### config.mk
export PLATFORM = sky130hd
export DESIGN_NAME = arbiter_rr6
export DESIGN_NICKNAME = d
export VERILOG_FILES = /design/src/rtl/arb_pkg.sv /design/src/rtl/rr_pick6.sv /design/src/rtl/arbiter_rr6.sv
export SDC_FILE = /design/constraint.sdc
export NUM_CORES = 1
export LEC_CHECK = 0
export ABC_AREA = 1
export CAP_MARGIN = 20
export CELL_PAD_IN_SITES_DETAIL_PLACEMENT = 0
export CELL_PAD_IN_SITES_GLOBAL_PLACEMENT = 1
export CORE_ASPECT_RATIO = 2
export CORE_MARGIN = 2
export CORE_UTILIZATION = 37
export CTS_CLUSTER_SIZE = 10
export DETAILED_ROUTE_END_ITERATION = 6
export PLACE_DENSITY_LB_ADDON = 0.1
export SYNTH_ARGS = -nofsm -noshare
export SYNTH_HDL_FRONTEND = slang
export SYNTH_SLANG_ARGS = --single-unit
### constraint.sdc
create_clock -name clk -period 4.1 [get_ports clk]
set_input_delay 0.41 -clock clk [delete_from_list [all_inputs] [get_ports clk]]
set_output_delay 0.41 -clock clk [all_outputs]
set_load 0.005 [all_outputs]
### src/rtl/arb_pkg.sv
// arb_pkg: shared types and constants for the six-way round-robin arbiter.
//   arb_state_e : FSM state encoding (IDLE, BUSY)
//   ARB_N       : number of requesters
//   PTR_W       : width of the priority pointer / winner index
package arb_pkg;

    localparam int ARB_N = 6;
    localparam int PTR_W = 3;

    typedef enum logic {
        IDLE = 1'b0,
        BUSY = 1'b1
    } arb_state_e;

endpackage

### src/rtl/rr_pick6.sv
// rr_pick6: combinational round-robin pick over six requesters.
// The search starts at ptr+1 (mod 6) and returns the first set request.
// This makes the requester at ptr rank lowest.
// Ports:
//   req     in  [5:0]  request vector
//   ptr     in  [2:0]  index of the last winner (0..5)
//   win     out [5:0]  one-hot winner, zero when no request is set
//   win_idx out [2:0]  index of the winner (0 when win is zero)
module rr_pick6
    import arb_pkg::*;
(
    input  logic [ARB_N-1:0] req,
    input  logic [PTR_W-1:0] ptr,
    output logic [ARB_N-1:0] win,
    output logic [PTR_W-1:0] win_idx
);

    int   start;
    int   idx;
    logic found;

    always_comb begin
        win     = '0;
        win_idx = '0;
        found   = 1'b0;
        idx     = 0;
        // A pointer outside 0..5 cannot occur; treat it as "wrap to 0".
        start   = (int'(ptr) >= ARB_N - 1) ? 0 : int'(ptr) + 1;
        for (int k = 0; k < ARB_N; k++) begin
            idx = start + k;
            if (idx >= ARB_N) begin
                idx = idx - ARB_N;
            end
            if (!found && req[idx]) begin
                found   = 1'b1;
                win     = ARB_N'(1) << idx;
                win_idx = PTR_W'(idx);
            end
        end
    end

endmodule

### src/rtl/arbiter_rr6.sv
// arbiter_rr6: six-requester round-robin arbiter with held multi-beat grants.
// Produces a registered one-hot select for a downstream one-hot data mux.
// A grant is held until the final beat is accepted (ready && last), until the
// granted requester drops req, or (with ARB_WATCHDOG_EN defined) until the
// watchdog sees TO_CYCLES consecutive busy cycles without ready.
// On release the next grant is picked in the same cycle, so there is no bubble.
// The released requester ranks lowest in that pick.
// Optional feature macro: ARB_WATCHDOG_EN (watchdog counter and sticky timeout).
// Ports:
//   clk       in   clock, rising edge
//   reset     in   synchronous, active-high reset
//   req       in   [5:0] request per source
//   last      in   current beat is the final beat of the transfer
//   ready     in   downstream accepts the current beat
//   sel       out  [5:0] registered one-hot grant
//   valid     out  registered, equals |sel
//   timeout   out  sticky watchdog-release flag (0 without ARB_WATCHDOG_EN)
//   fsm_state out  current FSM state, for observation
module arbiter_rr6
    import arb_pkg::*;
#(
    parameter int TO_CYCLES = 255,
    parameter int CW        = $clog2(TO_CYCLES + 1)
) (
    input  logic             clk,
    input  logic             reset,
    input  logic [ARB_N-1:0] req,
    input  logic             last,
    input  logic             ready,
    output logic [ARB_N-1:0] sel,
    output logic             valid,
    output logic             timeout,
    output arb_state_e       fsm_state
);

    arb_state_e       state_q, state_d;
    logic [PTR_W-1:0] ptr_q, ptr_d;
    logic [ARB_N-1:0] sel_q, sel_d;
    logic             valid_q;
    logic [ARB_N-1:0] win;
    logic [PTR_W-1:0] win_idx;
    logic             rel;
    logic             load;
    logic             wd_fire;

    // ptr_q is the current owner while BUSY, so one pick from ptr_q serves
    // both the grant from IDLE and the re-pick on release.
    rr_pick6 u_pick (
        .req     (req),
        .ptr     (ptr_q),
        .win     (win),
        .win_idx (win_idx)
    );

    // sel_q is one-hot on the owner, so this is req[owner] without indexing.
    assign rel = (state_q == BUSY) &&
                 ((ready && last) || ((req & sel_q) == '0) || wd_fire);

    always_comb begin
        state_d = state_q;
        ptr_d   = ptr_q;
        sel_d   = sel_q;
        load    = 1'b0;
        case (state_q)
            IDLE: begin
                if (|req) begin
                    load = 1'b1;
                end
            end
            BUSY: begin
                if (rel) begin
                    if (|win) begin
                        load = 1'b1;
                    end else begin
                        sel_d   = '0;
                        state_d = IDLE;
                    end
                end
            end
            default: begin
                sel_d   = '0;
                state_d = IDLE;
            end
        endcase
        if (load) begin
            sel_d   = win;
            ptr_d   = win_idx;
            state_d = BUSY;
        end
    end

    always_ff @(posedge clk) begin
        if (reset) begin
            state_q <= IDLE;
            ptr_q   <= PTR_W'(ARB_N - 1);
            sel_q   <= '0;
            valid_q <= 1'b0;
        end else begin
            state_q <= state_d;
            ptr_q   <= ptr_d;
            sel_q   <= sel_d;
            valid_q <= |sel_d;
        end
    end

`ifdef ARB_WATCHDOG_EN
    logic [CW-1:0] wd_cnt;
    logic          timeout_q;

    // Fires on the stalled edge that would take the count to TO_CYCLES.
    // The grant is therefore visible for exactly TO_CYCLES stalled cycles.
    assign wd_fire = (state_q == BUSY) && !ready &&
                     (wd_cnt == CW'(TO_CYCLES - 1));

    always_ff @(posedge clk) begin
        if (reset) begin
            wd_cnt    <= '0;
            timeout_q <= 1'b0;
        end else begin
            if (load || ready) begin
                wd_cnt <= '0;
            end else if (state_q == BUSY) begin
                wd_cnt <= wd_cnt + CW'(1);
            end
            if (wd_fire) begin
                timeout_q <= 1'b1;
            end
        end
    end

    assign timeout = timeout_q;
`else
    assign wd_fire = 1'b0;
    assign timeout = 1'b0;
`endif

    assign sel       = sel_q;
    assign valid     = valid_q;
    assign fsm_state = state_q;

endmodule

==> results.sh, run 1 <==
export IMPL_synth_top_area_cell="nand2_1"
export IMPL_yosys_top_cells_count="nand2_1, nand3_1, inv_1"
export IMPL_cp_slowest_stage_delay_ps=320
export IMPL_die_y_um=119.4
export IMPL_synth_area_mm2=0.002465
export IMPL_drv_slew=0
export IMPL_fmax_ghz=0.2574
export IMPL_ys_async_sr_fraction_pct=0
export IMPL_synth_cells=422
export IMPL_synth_top_cell_area_share_pct=15.23
export IMPL_crit_fanout=9
export IMPL_synth_main_ff_cell="dfxtp_1"
export IMPL_crit_path_start_kind="flip-flop"
export IMPL_endpoint_kind="flip-flop"
export IMPL_synth_edff_count=0
export IMPL_wl_mm=8.218
export IMPL_ys_seq_area_share_pct=8.934
export IMPL_final_layout_size_suffix_gt1_share_pct=24.46
export IMPL_core_mm2=0.006516
export IMPL_initial_core_util_pct=37.83
export IMPL_cp_slowest_cell="dfxtp_1"
export IMPL_hpwl_mm=6.744
export IMPL_fin_skew_ps=9.444
export IMPL_ys_warn_count=0
export IMPL_ys_ff_latch=11
export IMPL_dr_pass1_iters=5
export IMPL_finalHoldViolCount=0
export IMPL_place_congestion=0.9312
export IMPL_hold_path_class="reg2reg"
export IMPL_htree_levels=1
export IMPL_period_needed_ps=3884
export IMPL_crit_top_cell="nand2_1"
export IMPL_drc=0
export IMPL_status="complete, no violations"
export IMPL_drt_initial_drc_count=132
export IMPL_cts_tree="yes"
export IMPL_finalCoreUtilization_pct=47.00
export IMPL_crit_type="reg2reg"
export IMPL_cts_buffer_depth=2
export IMPL_path_clk_slew_ps=50
export IMPL_tightest_slew_ps=547.7
export IMPL_slew_headroom_pct=63.10
export IMPL_io_pins=19
export IMPL_synth_area_leaders="nand2_1, nand3_1, ha_1"
export IMPL_rsz0062_at_grt="yes"
export IMPL_grt_pass1_vias=2655
export IMPL_grt_max_degree=20
export IMPL_avgViaCountPerCell=5.231
export IMPL_path_buf_inv=3
export IMPL_rows=42
export IMPL_avgSynthCellArea_um2=5.841
export IMPL_critPathTopFamily="simple AND/OR/NAND/NOR gates"
export IMPL_cts_buffers=3
export IMPL_yosysUniqueCellTypes=44
export IMPL_grt_antenna_before_repair=0
export IMPL_gr_total_overflow=0
export IMPL_chipWidth_um=61.72
export IMPL_final_antenna_net_count=0
export IMPL_clockRootBuffer="clkbuf_16"
export IMPL_min_period_over_period_pct=94.74
export IMPL_port_buffers=17
export IMPL_yosysMostFrequentCell="nand2_1"
export IMPL_dieArea_mm2=0.007370
export IMPL_cp_required_ps=4200
export IMPL_diodes=0
export IMPL_grt_usage_pct=23.42
export IMPL_grt_pass1_wl_mm=12.98
export IMPL_areaGrowthSynthToFinish_pct=24.26
export IMPL_vias=2877
export IMPL_cts_sinks=11
export IMPL_clk_latency_ps=240
export IMPL_setup_viol=0
export IMPL_crit_arrival_ps=3990
export IMPL_drv_cap=0
export IMPL_whs_ps=548.6
export IMPL_nets=491
export IMPL_wl_per_cell_um=14.94
-- placed cells by master, fill, tap and decap left out, drive strengths merged, types with 3 or more instances in the layout --
| cell type | instances |
|---|---|
| dfxtp | 11 |
| nor2 | 52 |
| a21oi | 15 |
| conb | 6 |
| inv | 64 |
| clkbuf | 4 |
| buf | 21 |
| nor4 | 4 |
| clkdlybuf4s50 | 17 |
| ha | 18 |
| nor3 | 5 |
| clkinv | 3 |
| o21ai | 21 |
| nand4 | 11 |
| nand2 | 129 |
| nand3 | 67 |
-- cell families after synthesis --
family | count (synthesis) | share of synthesized area (%)
XOR/XNOR | 1 | 0.3554
other | 2 | 0.3047
AND/OR/NAND/NOR | 272 | 57.51
adder cells (fa/ha/maj) | 18 | 9.137
flip-flops | 11 | 8.934
buffers and inverters | 74 | 12.44
AO/OA/AOI/OAI | 44 | 11.32
-- tightest hold or removal path, cell delays in order (launching register included) --
cell and delay [ps]:
dfxtp_1 330, nand3_1 100, a21oi_1 70
-- layer usage --
layer	global-route usage [%]	up-vias	part of all wire [%]
met5	0	-	0
met4	9.574	0	3.7
met3	2.389	19	3.6
met2	38.03	81	53
met1	30.32	1329	40
li1	-	1448	-
-- path summary, 6_finish.rpt --
check        startpoint       end  slack [ps]  depth (start not counted)
min              sel[3]    sel[3]         550                          2
max            ptr_q[1]  ptr_q[1]         220                         26
max reg2reg    ptr_q[1]  ptr_q[1]         220                         26
min reg2reg      sel[3]    sel[3]         550                          2
-- repair_timing --
item | CTS | global route
gates cloned | 0 | 1
hold buffers | 0 | 0
gates resized for setup | 5 | 22
buffers inserted | 0 | 11
endpoints found under the setup margin | 3 | 10
pin swaps | 0 | 10
-- state kept, by name, indices dropped and copies added (netlist names) --
name       count
sel            6
valid          1
ptr_q          3
fsm_state      1
-- through the flow --
step	std cells	cell area, µm²	setup WS (ps)	setup TNS (ps)
2_1_floorplan	426	2480	305.7	0
3_3_place_gp	534	2781	-185.6	-227.1
3_5_place_dp	534	2781	-154.7	-195.1
4_1_cts	538	2873	19.92	0
5_1_grt	550	3063	-56.88	-167.9
6_report	550	3063	215.7	0
-- area by class of cell --
type | instances | area, µm²
tap | 88 | 110.1
inverter | 67 | 252.7
timing repair buffer | 38 | 327.8
clock buffer | 4 | 78.83
fill | 742 | 3453
sequential | 11 | 222.7
multi-input combinational | 342 | 2071
Power of run 1 is not shown: default switching activity piles up to over one toggle a cycle in this logic, so the estimate is an artifact.
==> run 2, diff against run 1 <==
- CTS_CLUSTER_SIZE: 10 -> not set
==> results of run 2 <==
Final layout, timing and power as in run 1 (identical DEF).
Power of run 2 is left out for the same reason.
==> run 3, diff against run 2 <==
- SLEW_MARGIN: not set -> 10
==> results of run 3 <==
Final layout, timing and power as in run 1 (identical DEF).
Power of run 3 is left out for the same reason.
